`config.mk`:
```
export PLATFORM = sky130hd
export DESIGN_NAME = vga_timing_gen
export DESIGN_NICKNAME = d
export VERILOG_FILES = /design/src/rtl/vga_timing_pkg.sv /design/src/rtl/pixel_tick_gen.sv /design/src/rtl/vga_timing_gen.sv
export SDC_FILE = /design/constraint.sdc
export NUM_CORES = 1
export LEC_CHECK = 0
export BUFFER_PORTS_ARGS = -buffer_cell sky130_fd_sc_hd__buf_2
export CAP_MARGIN = 15
export CORE_MARGIN = 2
export CORE_UTILIZATION = 35
export CTS_BUF_LIST = sky130_fd_sc_hd__clkbuf_16
export CTS_CLUSTER_SIZE = 25
export DETAILED_ROUTE_END_ITERATION = 8
export PLACE_DENSITY_LB_ADDON = 0.08
export SLEW_MARGIN = 15
export SYNTH_ARGS = -nofsm -noshare
export SYNTH_HDL_FRONTEND = slang
export SYNTH_SLANG_ARGS = --single-unit
```
`constraint.sdc`:
```
create_clock -name Clk -period 2.3 [get_ports Clk]
set_input_delay 0 -clock Clk [delete_from_list [all_inputs] [get_ports Clk]]
set_output_delay 0 -clock Clk [all_outputs]
set_load 0.005 [all_outputs]
```
`src/rtl/vga_timing_pkg.sv`:
```
// Shared 640x480@60 timing constants, coordinate width and sync polarity
// encodings for the VGA raster timing generator.
package vga_timing_pkg;

  localparam int unsigned H_VISIBLE_640 = 640;
  localparam int unsigned H_FRONT_640   = 16;
  localparam int unsigned H_SYNC_640    = 96;
  localparam int unsigned H_BACK_640    = 48;

  localparam int unsigned V_VISIBLE_480 = 480;
  localparam int unsigned V_FRONT_480   = 10;
  localparam int unsigned V_SYNC_480    = 2;
  localparam int unsigned V_BACK_480    = 33;

  localparam int unsigned H_TOTAL_640 = H_VISIBLE_640 + H_FRONT_640 + H_SYNC_640 + H_BACK_640;
  localparam int unsigned V_TOTAL_480 = V_VISIBLE_480 + V_FRONT_480 + V_SYNC_480 + V_BACK_480;

  localparam int unsigned COORD_W     = 10;
  localparam int unsigned COORD_LIMIT = 1 << COORD_W;

  typedef enum logic {
    SYNC_ACTIVE_LOW  = 1'b0,
    SYNC_ACTIVE_HIGH = 1'b1
  } sync_pol_e;

endpackage

```
`src/rtl/pixel_tick_gen.sv`:
```
// Clock divider: produces a one-cycle pixel strobe every CLK_DIV system
// clocks; the strobe is suppressed while reset is asserted.
module pixel_tick_gen #(
  parameter int unsigned CLK_DIV = 4
) (
  input  logic clk_i,
  input  logic rst_i,
  output logic tick_o
);

  localparam int unsigned DIV_W = (CLK_DIV > 1) ? $clog2(CLK_DIV) : 1;
  localparam logic [DIV_W-1:0] DIV_LAST = DIV_W'(CLK_DIV - 1);

  logic [DIV_W-1:0] div_q, div_d;

  always_comb begin
    div_d = div_q + 1'b1;
    if (div_q == DIV_LAST) div_d = '0;
  end

  always_ff @(posedge clk_i) begin
    if (rst_i) div_q <= '0;
    else       div_q <= div_d;
  end

  assign tick_o = (div_q == DIV_LAST) && !rst_i;

endmodule

```
`src/rtl/vga_timing_gen.sv`:
```
// VGA raster timing: pixel counters, sync decode, colour blanking and a
// per-frame strobe. Define VGA_RGB_REG_EN to register colour and sync pins.
module vga_timing_gen
  import vga_timing_pkg::*;
#(
  parameter int unsigned H_VISIBLE = H_VISIBLE_640,
  parameter int unsigned H_FRONT   = H_FRONT_640,
  parameter int unsigned H_SYNC    = H_SYNC_640,
  parameter int unsigned H_BACK    = H_BACK_640,
  parameter int unsigned V_VISIBLE = V_VISIBLE_480,
  parameter int unsigned V_FRONT   = V_FRONT_480,
  parameter int unsigned V_SYNC    = V_SYNC_480,
  parameter int unsigned V_BACK    = V_BACK_480,
  parameter int unsigned CLK_DIV   = 4,
  parameter logic        SYNC_POL  = SYNC_ACTIVE_LOW
) (
  input  logic               Clk,
  input  logic               Reset,
  input  logic               R_in,
  input  logic               G_in,
  input  logic               B_in,
  output logic [COORD_W-1:0] CounterX,
  output logic [COORD_W-1:0] CounterY,
  output logic               inDisplayArea,
  output logic               PixelTick,
  output logic               FrameTick,
  output logic               vga_h_sync,
  output logic               vga_v_sync,
  output logic               vga_r,
  output logic               vga_g,
  output logic               vga_b
);

  localparam int unsigned H_TOTAL = H_VISIBLE + H_FRONT + H_SYNC + H_BACK;
  localparam int unsigned V_TOTAL = V_VISIBLE + V_FRONT + V_SYNC + V_BACK;

  if (H_TOTAL > COORD_LIMIT) begin : g_h_total_chk
    $error("vga_timing_gen: H_TOTAL exceeds coordinate range");
  end
  if (V_TOTAL > COORD_LIMIT) begin : g_v_total_chk
    $error("vga_timing_gen: V_TOTAL exceeds coordinate range");
  end
  if (CLK_DIV < 1) begin : g_clk_div_chk
    $error("vga_timing_gen: CLK_DIV must be at least 1");
  end

  localparam logic [COORD_W-1:0] X_LAST   = COORD_W'(H_TOTAL - 1);
  localparam logic [COORD_W-1:0] Y_LAST   = COORD_W'(V_TOTAL - 1);
  localparam logic [COORD_W-1:0] X_VIS    = COORD_W'(H_VISIBLE);
  localparam logic [COORD_W-1:0] Y_VIS    = COORD_W'(V_VISIBLE);
  localparam logic [COORD_W-1:0] Y_VIS_LAST = COORD_W'(V_VISIBLE - 1);
  localparam logic [COORD_W-1:0] HS_START = COORD_W'(H_VISIBLE + H_FRONT);
  localparam logic [COORD_W-1:0] HS_END   = COORD_W'(H_VISIBLE + H_FRONT + H_SYNC);
  localparam logic [COORD_W-1:0] VS_START = COORD_W'(V_VISIBLE + V_FRONT);
  localparam logic [COORD_W-1:0] VS_END   = COORD_W'(V_VISIBLE + V_FRONT + V_SYNC);

  logic               pix_tick;
  logic [COORD_W-1:0] x_q, x_d, y_q, y_d;
  logic               frame_q, frame_d;
  logic               disp, hs_act, vs_act;
  logic               hs_c, vs_c, r_c, g_c, b_c;

  pixel_tick_gen #(
    .CLK_DIV (CLK_DIV)
  ) u_pixel_tick_gen (
    .clk_i  (Clk),
    .rst_i  (Reset),
    .tick_o (pix_tick)
  );

  always_comb begin
    x_d     = x_q;
    y_d     = y_q;
    frame_d = pix_tick && (x_q == X_LAST) && (y_q == Y_VIS_LAST);
    if (pix_tick) begin
      if (x_q == X_LAST) begin
        x_d = '0;
        y_d = (y_q == Y_LAST) ? '0 : y_q + 1'b1;
      end else begin
        x_d = x_q + 1'b1;
      end
    end
  end

  always_ff @(posedge Clk) begin
    if (Reset) begin
      x_q     <= '0;
      y_q     <= '0;
      frame_q <= 1'b0;
    end else begin
      x_q     <= x_d;
      y_q     <= y_d;
      frame_q <= frame_d;
    end
  end

  assign disp   = (x_q < X_VIS) && (y_q < Y_VIS);
  assign hs_act = (x_q >= HS_START) && (x_q < HS_END);
  assign vs_act = (y_q >= VS_START) && (y_q < VS_END);

  // Reset is synchronous for the state, but the pins must already be quiet
  // during the reset cycle itself, so it also gates the pin decode.
  assign hs_c = (hs_act && !Reset) ? SYNC_POL : ~SYNC_POL;
  assign vs_c = (vs_act && !Reset) ? SYNC_POL : ~SYNC_POL;
  assign r_c  = R_in && disp && !Reset;
  assign g_c  = G_in && disp && !Reset;
  assign b_c  = B_in && disp && !Reset;

`ifdef VGA_RGB_REG_EN
  logic hs_q, vs_q, r_q, g_q, b_q;

  always_ff @(posedge Clk) begin
    if (Reset) begin
      hs_q <= ~SYNC_POL;
      vs_q <= ~SYNC_POL;
      r_q  <= 1'b0;
      g_q  <= 1'b0;
      b_q  <= 1'b0;
    end else begin
      hs_q <= hs_c;
      vs_q <= vs_c;
      r_q  <= r_c;
      g_q  <= g_c;
      b_q  <= b_c;
    end
  end

  assign vga_h_sync = hs_q;
  assign vga_v_sync = vs_q;
  assign vga_r      = r_q;
  assign vga_g      = g_q;
  assign vga_b      = b_q;
`else
  assign vga_h_sync = hs_c;
  assign vga_v_sync = vs_c;
  assign vga_r      = r_c;
  assign vga_g      = g_c;
  assign vga_b      = b_c;
`endif

  assign CounterX      = x_q;
  assign CounterY      = y_q;
  assign inDisplayArea = disp;
  assign PixelTick     = pix_tick;
  assign FrameTick     = frame_q;

endmodule

```
# Word-level counts from Yosys, hierarchy flattened
# Cells that the tools add are included.
classes:
  n_reduce_logical: 17
  n_eq_ne: 4
  add_sub_neg: 3
  magnitude_cmp: 6
  mux: 4
op_table:
  columns: ["cell", "n"]
  rows:
  - ["adder 10 x 1 -> 10 bit (second input constant)", 2]
  - ["== test 10 bit (second input constant)", 2]
  - ["< comparator 10 bit (second input constant)", 2]
  - ["< comparator 10 x 9 -> 1 bit (second input constant)", 2]
  - ["two-way mux 10 bit", 2]
  - ["logical AND 1 bit", 14]
  - ["== test 10 x 9 -> 1 bit (second input constant)", 1]
  - ["greater-or-equal comparator 10 bit (second input constant)", 1]
  - ["greater-or-equal comparator 10 x 9 -> 1 bit (second input constant)", 1]
  - ["adder 2 x 1 -> 2 bit (second input constant)", 1]
  - ["== test 2 bit (second input constant)", 1]
  - ["two-way mux 1 bit", 2]
  - ["AND reduction 2 bit", 1]
  - ["OR reduction 2 bit", 1]
  - ["zero test 1 bit", 1]
totals:
  out_inout_bits: 28
  elab_cells: 38
  regBits: 23

# Depth between registers and ports, before layout
# Gate-level depths: netlist of the first run.
depth:
  ltp_word: 4
  mapped_depth: 6
  ltp_nobuf: 6

# By module
# From an unflattened synthesis of the first run, not the netlist that was laid out.
hier_totals:
  cells_unflattened: 142
  hier_area_um2: 1182.4
by_module_without_submodules:
  columns: ["mod", "area_per_inst_um2", "n_inst", "cells_each", "seq_area_each_um2"]
  rows:
  - ["vga_timing_gen", 1098.6, 1, 136, 420.4]
  - ["pixel_tick_gen", 83.8, 1, 6, 40.0]

# Worst setup path before layout of the first run
# Ideal clock, no wire load.
synth_path:
  kind: "register to register"
  from: "register x_q[1] (netlist: CounterX[1])"
  to: "register y_q[8] (netlist: CounterY[8])"
  path_buffers: 0
  stages_incl_launch_ff: 6
  setup_ns: 0.071
  arrival_ns: 1.597
  t_required_ns: 2.229
  setup_slack_ns: 0.632
  cell_sequence: "dfxtp_1 -> ha_1 -> and3b_1 -> nand4_2 -> or4_1 -> a21oi_1"
synth_via:
  elab_chain_len: 2
synth_rtl:
  columns: ["element", "line", "rtl"]
  rows:
  - ["start: declaration", "vga_timing_gen.sv:58", "logic [COORD_W-1:0] x_q, x_d, y_q, y_d;"]
  - ["start signal: assignment", "vga_timing_gen.sv:87", "x_q <= '0;"]
  - ["start signal: assignment", "vga_timing_gen.sv:91", "x_q <= x_d;"]
  - ["== test 10 bit", "vga_timing_gen.sv:76", "if (x_q == X_LAST) begin"]
  - ["AND reduction 2 bit (no source line)", null, null]
  - ["end signal: assignment", "vga_timing_gen.sv:92", "y_q <= y_d;"]
  - ["end: declaration", "vga_timing_gen.sv:58", null]
# No other way between the ends.
# A chain may end at the register's enable or synchronous reset.

# Final worst setup path of the first run
layout_path:
  from: "register x_q[0] (netlist: CounterX[0])"
  to: "register y_q[8] (netlist: CounterY[8])"
# Same word-level chain as after synthesis.

==> key figures, run 1 <==
Clocking
  – Htree depth: 1
  – Clock Latency Late Sink: 0.26 ns
  – Clock sink total: 23
  – Post_cts resized: 0
  – Number of CTS-inserted buffers: 3
  – Cts hold-fix bufs: 0
  – Setup bufs post-CTS: 0
  – Clock-pin slew on the worst setup and hold paths: 0.06 ns
  – Root Driver: clkbuf_16
  – CTS Buffer Depth: 2
  – CTS tree: yes

Synth
  – Post-synthesis cell type count: 32
  – Mapped Nets: 162
  – Warnings from Yosys: 0
  – Post-Syn Area: 1220 um2
  – Syn Inst Count: 152
  – Synth Area per Inst: 8.03 um2
  – Sequential-to-total area share from yosys stat: 37.7%
  – Number of synthesized register bits: 23

Floorplan
  – Starting Density: 36.6%
  – Core area: 3340 um2
  – Std cell rows: 21
  – Die Y: 63.1 um
  – Chip Width: 63.1 um
  – I/O pins: 33
  – Die area: 3980 um2

STA
  – Final setup violation count: 0
  – Max-slew violation count: 0
  – Period utilization: 86.9%
  – Slew margin rel.: 62.0%
  – WHS: 0.0967 ns
  – RSZ-0062 raised after global routing: no
  – Min Clock Period, post-route: 2.00 ns
  – Final Hold Fails: 0
  – Fmax: 500 MHz
  – Slew of the pin with the lowest slew margin: 0.569 ns
  – Setup TNS: 0 ns
  – Final Skew: 0.00263 ns

Finish
  – N_diodes: 0
  – Layout cells sized above 1: 21.0%
  – # nets final: 197
  – Sequential Area: 460 um2
  – Area Overhead vs Synth: 24.3%
  – Util after Layout: 45.5%
  – Multi-input combinational cell area: 712 um2
  – Finished Cell Area: 1520 um2
  – Filler cells: 376

Worst hold path
  – HP Start: Reset
  – Worst Hold Class: in -> reg

Outcome
  – Status: finished clean

Route
  – DRT iter0 DRCs: 42
  – Drt wl/cell: 12.3 um
  – DR vias: 1,190
  – Drt drc: 0
  – Drt total wl: 2850 um
  – Number of nets with antenna violations after routing: 0
  – Vias per cell: 5.13
  – DRT Pass-1 Iters: 4

Placement
  – Placed cell area: 1440 um2
  – RePlAce Congestion: 0.837
  – IO buf count: 32
  – DP HPWL: 2140 um

Critical path
  – Critical Path Source: CounterX[0]
  – Reg2reg start: CounterX[0]
  – CP Class: reg -> reg
  – WP data required: 2.49 ns
  – CP Capture Type: flip-flop
  – Top fanout value on the critical path: 18
  – Arr. time, crit path: 2.19 ns
  – Startpoint Class: flip-flop

Global route
  – GR Overflow Total: 0
  – Initial antenna violation count: 0
  – Number of global-route vias before repair: 1,116
  – Largest net degree at the start of global routing: 19
  – First-pass GRT wire length: 5000 um
  – Total track usage: 15.5%

Power
  – Peak supply drop: 0.186 mV
  – PD cells: 542 nW/um2
  – Lkg Pwr: 0.628 nW

Flow run
  – MaxCap Viol Count: 0
-- final cells by class --
class / instances / area share (%)
repair buffers: 34 / 11.5
inverters: 9 / 2.23
flip-flops and latches: 23 / 30.3
well taps: 46 / 3.79
clock buffers: 3 / 4.95
multi-input cells: 116 / 46.9
clock inverters: 1 / 0.247
-- flip-flops by register name, indices dropped and copies added (netlist names) --
name and count:
CounterX 10, CounterY 10, u_pixel_tick_gen.div_q 2, FrameTick 1
-- logic make-up after synthesis --
logic type	count (synthesis)	share of synthesized area [%]
flops	23	37.7
simple gates	80	36.9
xor+xnor	8	5.74
compound gates	23	10.6
fa+ha+maj	5	5.12
buf+inv	13	4.00
-- path summary, 6_finish.rpt --
path,to,slack [ns],depth (start not counted)
setup / recovery,CounterY[8],0.30,5
hold / removal,CounterX[2],0.1,2
setup reg to reg,CounterY[8],0.30,5
hold reg to reg,u_pixel_tick_gen.div_q[0],0.43,1
-- cell usage in the layout (no fill, tap or decap), drive strengths merged, types with 2 or more instances in the layout --
cell type   n
a21oi      10
and2        2
and3        2
buf        34
clkbuf      3
dfxtp      23
ha          5
inv        10
nand2      11
nand2b      3
nand3      10
nand3b      2
nand4      10
nor2       19
nor2b       3
nor3        3
nor4        2
o21ai       8
o31ai       2
or3         5
or4         2
xnor2       5
xor2        3
-- routing by layer --
metal | track usage (%) | part of all wire, % | up-vias
li1 | - | - | 608
met1 | 19.0 | 46 | 549
met2 | 26.9 | 48 | 26
met3 | 2.86 | 4.1 | 7
met4 | 5.56 | 1.7 | 0
met5 | 0 | 0 | -
-- where the power goes --
group	switching [mW]	internal, mW
combinational	0.0217	0.0171
sequential	0.00382	0.404
clock	0.144	0.232
total	0.170	0.654
-- Yosys cell counts --
cell / n / area, um2
a21oi_1: 10 / 50.1
a31oi_1: 1 / 6.26
and2_1: 2 / 12.5
and3_1: 2 / 12.5
and3b_1: 1 / 8.76
and4_1: 1 / 8.76
clkbuf_1: 4 / 15.0
dfxtp_1: 23 / 460
ha_1: 5 / 62.6
inv_1: 9 / 33.8
nand2_1: 11 / 41.3
nand2b_1: 3 / 18.8
nand3_1: 10 / 50.1
nand3b_1: 2 / 15.0
nand4_1: 9 / 56.3
nand4_2: 1 / 12.5
nand4b_1: 1 / 8.76
nor2_1: 19 / 71.3
nor2b_1: 3 / 18.8
nor3_1: 3 / 15.0
nor3b_1: 1 / 7.51
nor4_1: 2 / 12.5
nor4b_4: 1 / 23.8
nor4bb_1: 1 / 10.0
o21ai_0: 8 / 40.0
o21bai_1: 1 / 7.51
o2bb2a_1: 1 / 10.0
o31ai_1: 2 / 15.0
or3_1: 5 / 31.3
or4_1: 2 / 15.0
xnor2_1: 5 / 43.8
xor2_1: 3 / 26.3
-- through the flow --
| step | total power, mW | instances | setup slack [ns] |
|---|---|---|---|
| 6_report | 0.823 | 232 | 0.301 |
| 5_1_grt | 0.856 | 232 | 0.134 |
| 4_1_cts | 0.831 | 232 | 0.294 |
| 3_5_place_dp | 0.457 | 228 | 0.322 |
| 3_3_place_gp | 0.454 | 228 | 0.386 |
| 2_1_floorplan | 0.440 | 152 | 0.632 |
-- worst max-delay path, cell delays in order, from the launching register on --
cell and delay [ns]:
dfxtp_1 0.42, ha_1 0.23, and3b_1 0.20, nand4_2 0.34
or4_1 0.60, a21oi_1 0.14
Note: power is estimated with default switching activity, not from simulation.
==> inputs of run 2 (changes only) <==
clock period = 2.35 ns   (was 2.3 ns; I/O delays follow)
==> key figures, run 2 (synthesis results as in run 1) <==
STA
  – WHS: 0.0947 ns (-0.00204 ns)
  – Min Clock Period, post-route: 2.02 ns (+0.0240 ns)
  – Final Hold Fails: 0 (unchanged)
  – Final setup violation count: 0 (unchanged)
  – Max-slew violation count: 0 (unchanged)
  – Setup TNS: 0 ns (unchanged)
  – Slew margin rel.: 60.3% (-1.6 points)
  – RSZ-0062 raised after global routing: no
  – Final Skew: 0.00220 ns (-0.000433 ns)
  – Slew of the pin with the lowest slew margin: 0.594 ns (+0.0243 ns)
  – Period utilization: 86.1% (-0.83 points)
  – Fmax: 494 MHz (-1.2%)

Floorplan
  – Std cell rows: 21 (unchanged)
  – Die Y: 63.1 um (unchanged)
  – I/O pins: 33 (unchanged)
  – Core area: 3340 um2 (unchanged)
  – Starting Density: 36.6% (unchanged)
  – Chip Width: 63.1 um (unchanged)
  – Die area: 3980 um2 (unchanged)

Route
  – Vias per cell: 5.18 (+0.94%)
  – DR vias: 1,196 (+0.50%)
  – Number of nets with antenna violations after routing: 0 (unchanged)
  – DRT iter0 DRCs: 42 (unchanged)
  – Drt drc: 0 (unchanged)
  – Drt total wl: 2910 um (+2.0%)
  – DRT Pass-1 Iters: 4 (unchanged)
  – Drt wl/cell: 12.6 um (+2.4%)

Global route
  – Largest net degree at the start of global routing: 19 (unchanged)
  – GR Overflow Total: 0 (unchanged)
  – Initial antenna violation count: 0 (unchanged)
  – Total track usage: 15.5% (about the same)
  – Number of global-route vias before repair: 1,105 (-0.99%)
  – First-pass GRT wire length: 4910 um (-1.8%)

Clocking
  – Post_cts resized: 0 (unchanged)
  – Clock Latency Late Sink: 0.26 ns (about the same)
  – CTS tree: yes
  – Root Driver: clkbuf_16
  – Setup bufs post-CTS: 0 (unchanged)
  – CTS Buffer Depth: 2 (unchanged)
  – Htree depth: 1 (unchanged)
  – Clock-pin slew on the worst setup and hold paths: 0.06 ns (about the same)
  – Clock sink total: 23 (unchanged)
  – Number of CTS-inserted buffers: 3 (unchanged)
  – Cts hold-fix bufs: 0 (unchanged)

Critical path
  – R2r setup slk: 0.33 ns (+0.03 ns)
  – Max stage delay cell, worst path: or4_1
  – Reg2reg start: CounterX[1]
  – R2R depth: 5 (unchanged)
  – CP delay by family, top: simple AND/OR/NAND/NOR gates
  – Reg2reg end: CounterY[8]
  – CP Class: reg -> reg
  – CP Capture Type: flip-flop
  – Bufs and invs on worst path: 0 (unchanged)
  – Arr. time, crit path: 2.21 ns (+0.02 ns)
  – Crit-path max cell delay: 0.60 ns (about the same)
  – WP data required: 2.54 ns (+0.05 ns)
  – Top fanout value on the critical path: 18 (unchanged)
  – Startpoint Class: flip-flop
  – Cell Chain, Critical Path: ha_1 > and3b_1 > nand4_2 > or4_1 > a21oi_1

Worst hold path
  – Worst Hold Class: in -> reg
  – Min-Delay Path Depth: 2 (unchanged)
  – HP Start: Reset
  – Hold Crit Endpoint: CounterX[4]

Placement
  – IO buf count: 32 (unchanged)
  – DP HPWL: 2130 um (-0.23%)
  – RePlAce Congestion: 0.838 (+0.22%)

Outcome
  – Status: finished clean

Power
  – Peak supply drop: 0.242 mV (+30%)
  – Lkg Pwr: 0.623 nW (-0.87%)
  – PD cells: 532 nW/um2 (-1.9%)

Finish
  – Commonest non-fill, non-tap cells in the layout: buf_2 (32), dfxtp_1 (23), nor2_1 (19), nand2_1 (11)
  – Filler cells: 357 (-5.1%)
  – Layout cells sized above 1: 20.5% (-0.43 points)
  – # nets final: 196 (-0.51%)
  – Area Overhead vs Synth: 23.7%
  – N_diodes: 0 (unchanged)
  – Most common cell after layout, fill and taps aside: buf_2

Flow run
  – MaxCap Viol Count: 0 (unchanged)
[run 2: cell count changes in the layout (fill, tap and decap cells not counted)]
cell,change
buf_4,-1
[run 2: where the power goes]
part / internal (mW) / total, mW / switching (mW)
Clock: 0.227 / 0.366 / 0.139
Combinational: 0.0167 / 0.0379 / 0.0213
Sequential: 0.396 / 0.400 / 0.00381
[run 2: worst max path at each step]
stage / start / to / slack, ns / depth (start not counted)
4_1_cts: CounterX[1] / CounterY[8] / 0.34 / 5
3_3_place_gp: CounterX[1] / CounterY[8] / 0.44 / 5
3_5_place_dp: CounterX[1] / CounterY[8] / 0.36 / 5
5_1_grt: CounterX[1] / CounterY[8] / 0.19 / 5
6_report: CounterX[1] / CounterY[8] / 0.33 / 5
2_1_floorplan: CounterX[1] / CounterY[8] / 0.68 / 5
[run 2: layer usage]
metal,track usage [%],part of all wire [%]
met4,6.94,2.4
met2,27.1,47
met5,0,0
met3,3.39,4.0
met1,17.9,46
[run 2: area by class of cell]
type,instances,area (um2),area share [%]
multi-input cells,116,712,47.1
flip-flops and latches,23,460,30.5
repair buffers,33,168,11.1
clock buffers,3,75.1,4.97
well taps,46,57.6,3.81
inverters,9,33.8,2.24
clock inverters,1,3.75,0.249
[run 2: metrics by stage]
step	power [mW]	instances	util (%)	setup WS [ns]	area, um2
CTS	0.815	231	45.3	0.340	1510
global placement	0.445	227	42.9	0.435	1430
detailed placement	0.447	227	42.9	0.356	1430
finish	0.804	231	45.3	0.327	1510
floorplan	0.430	152	-	0.682	1220
global route	0.851	231	45.3	0.192	1510
[run 2: worst register-to-register path, delay by kind of cell, from the launching register on]
kind            cells  cell delay (ns)
simple gates        3             1.15
flops               1             0.42
fa+ha+maj           1             0.23
compound gates      1             0.14
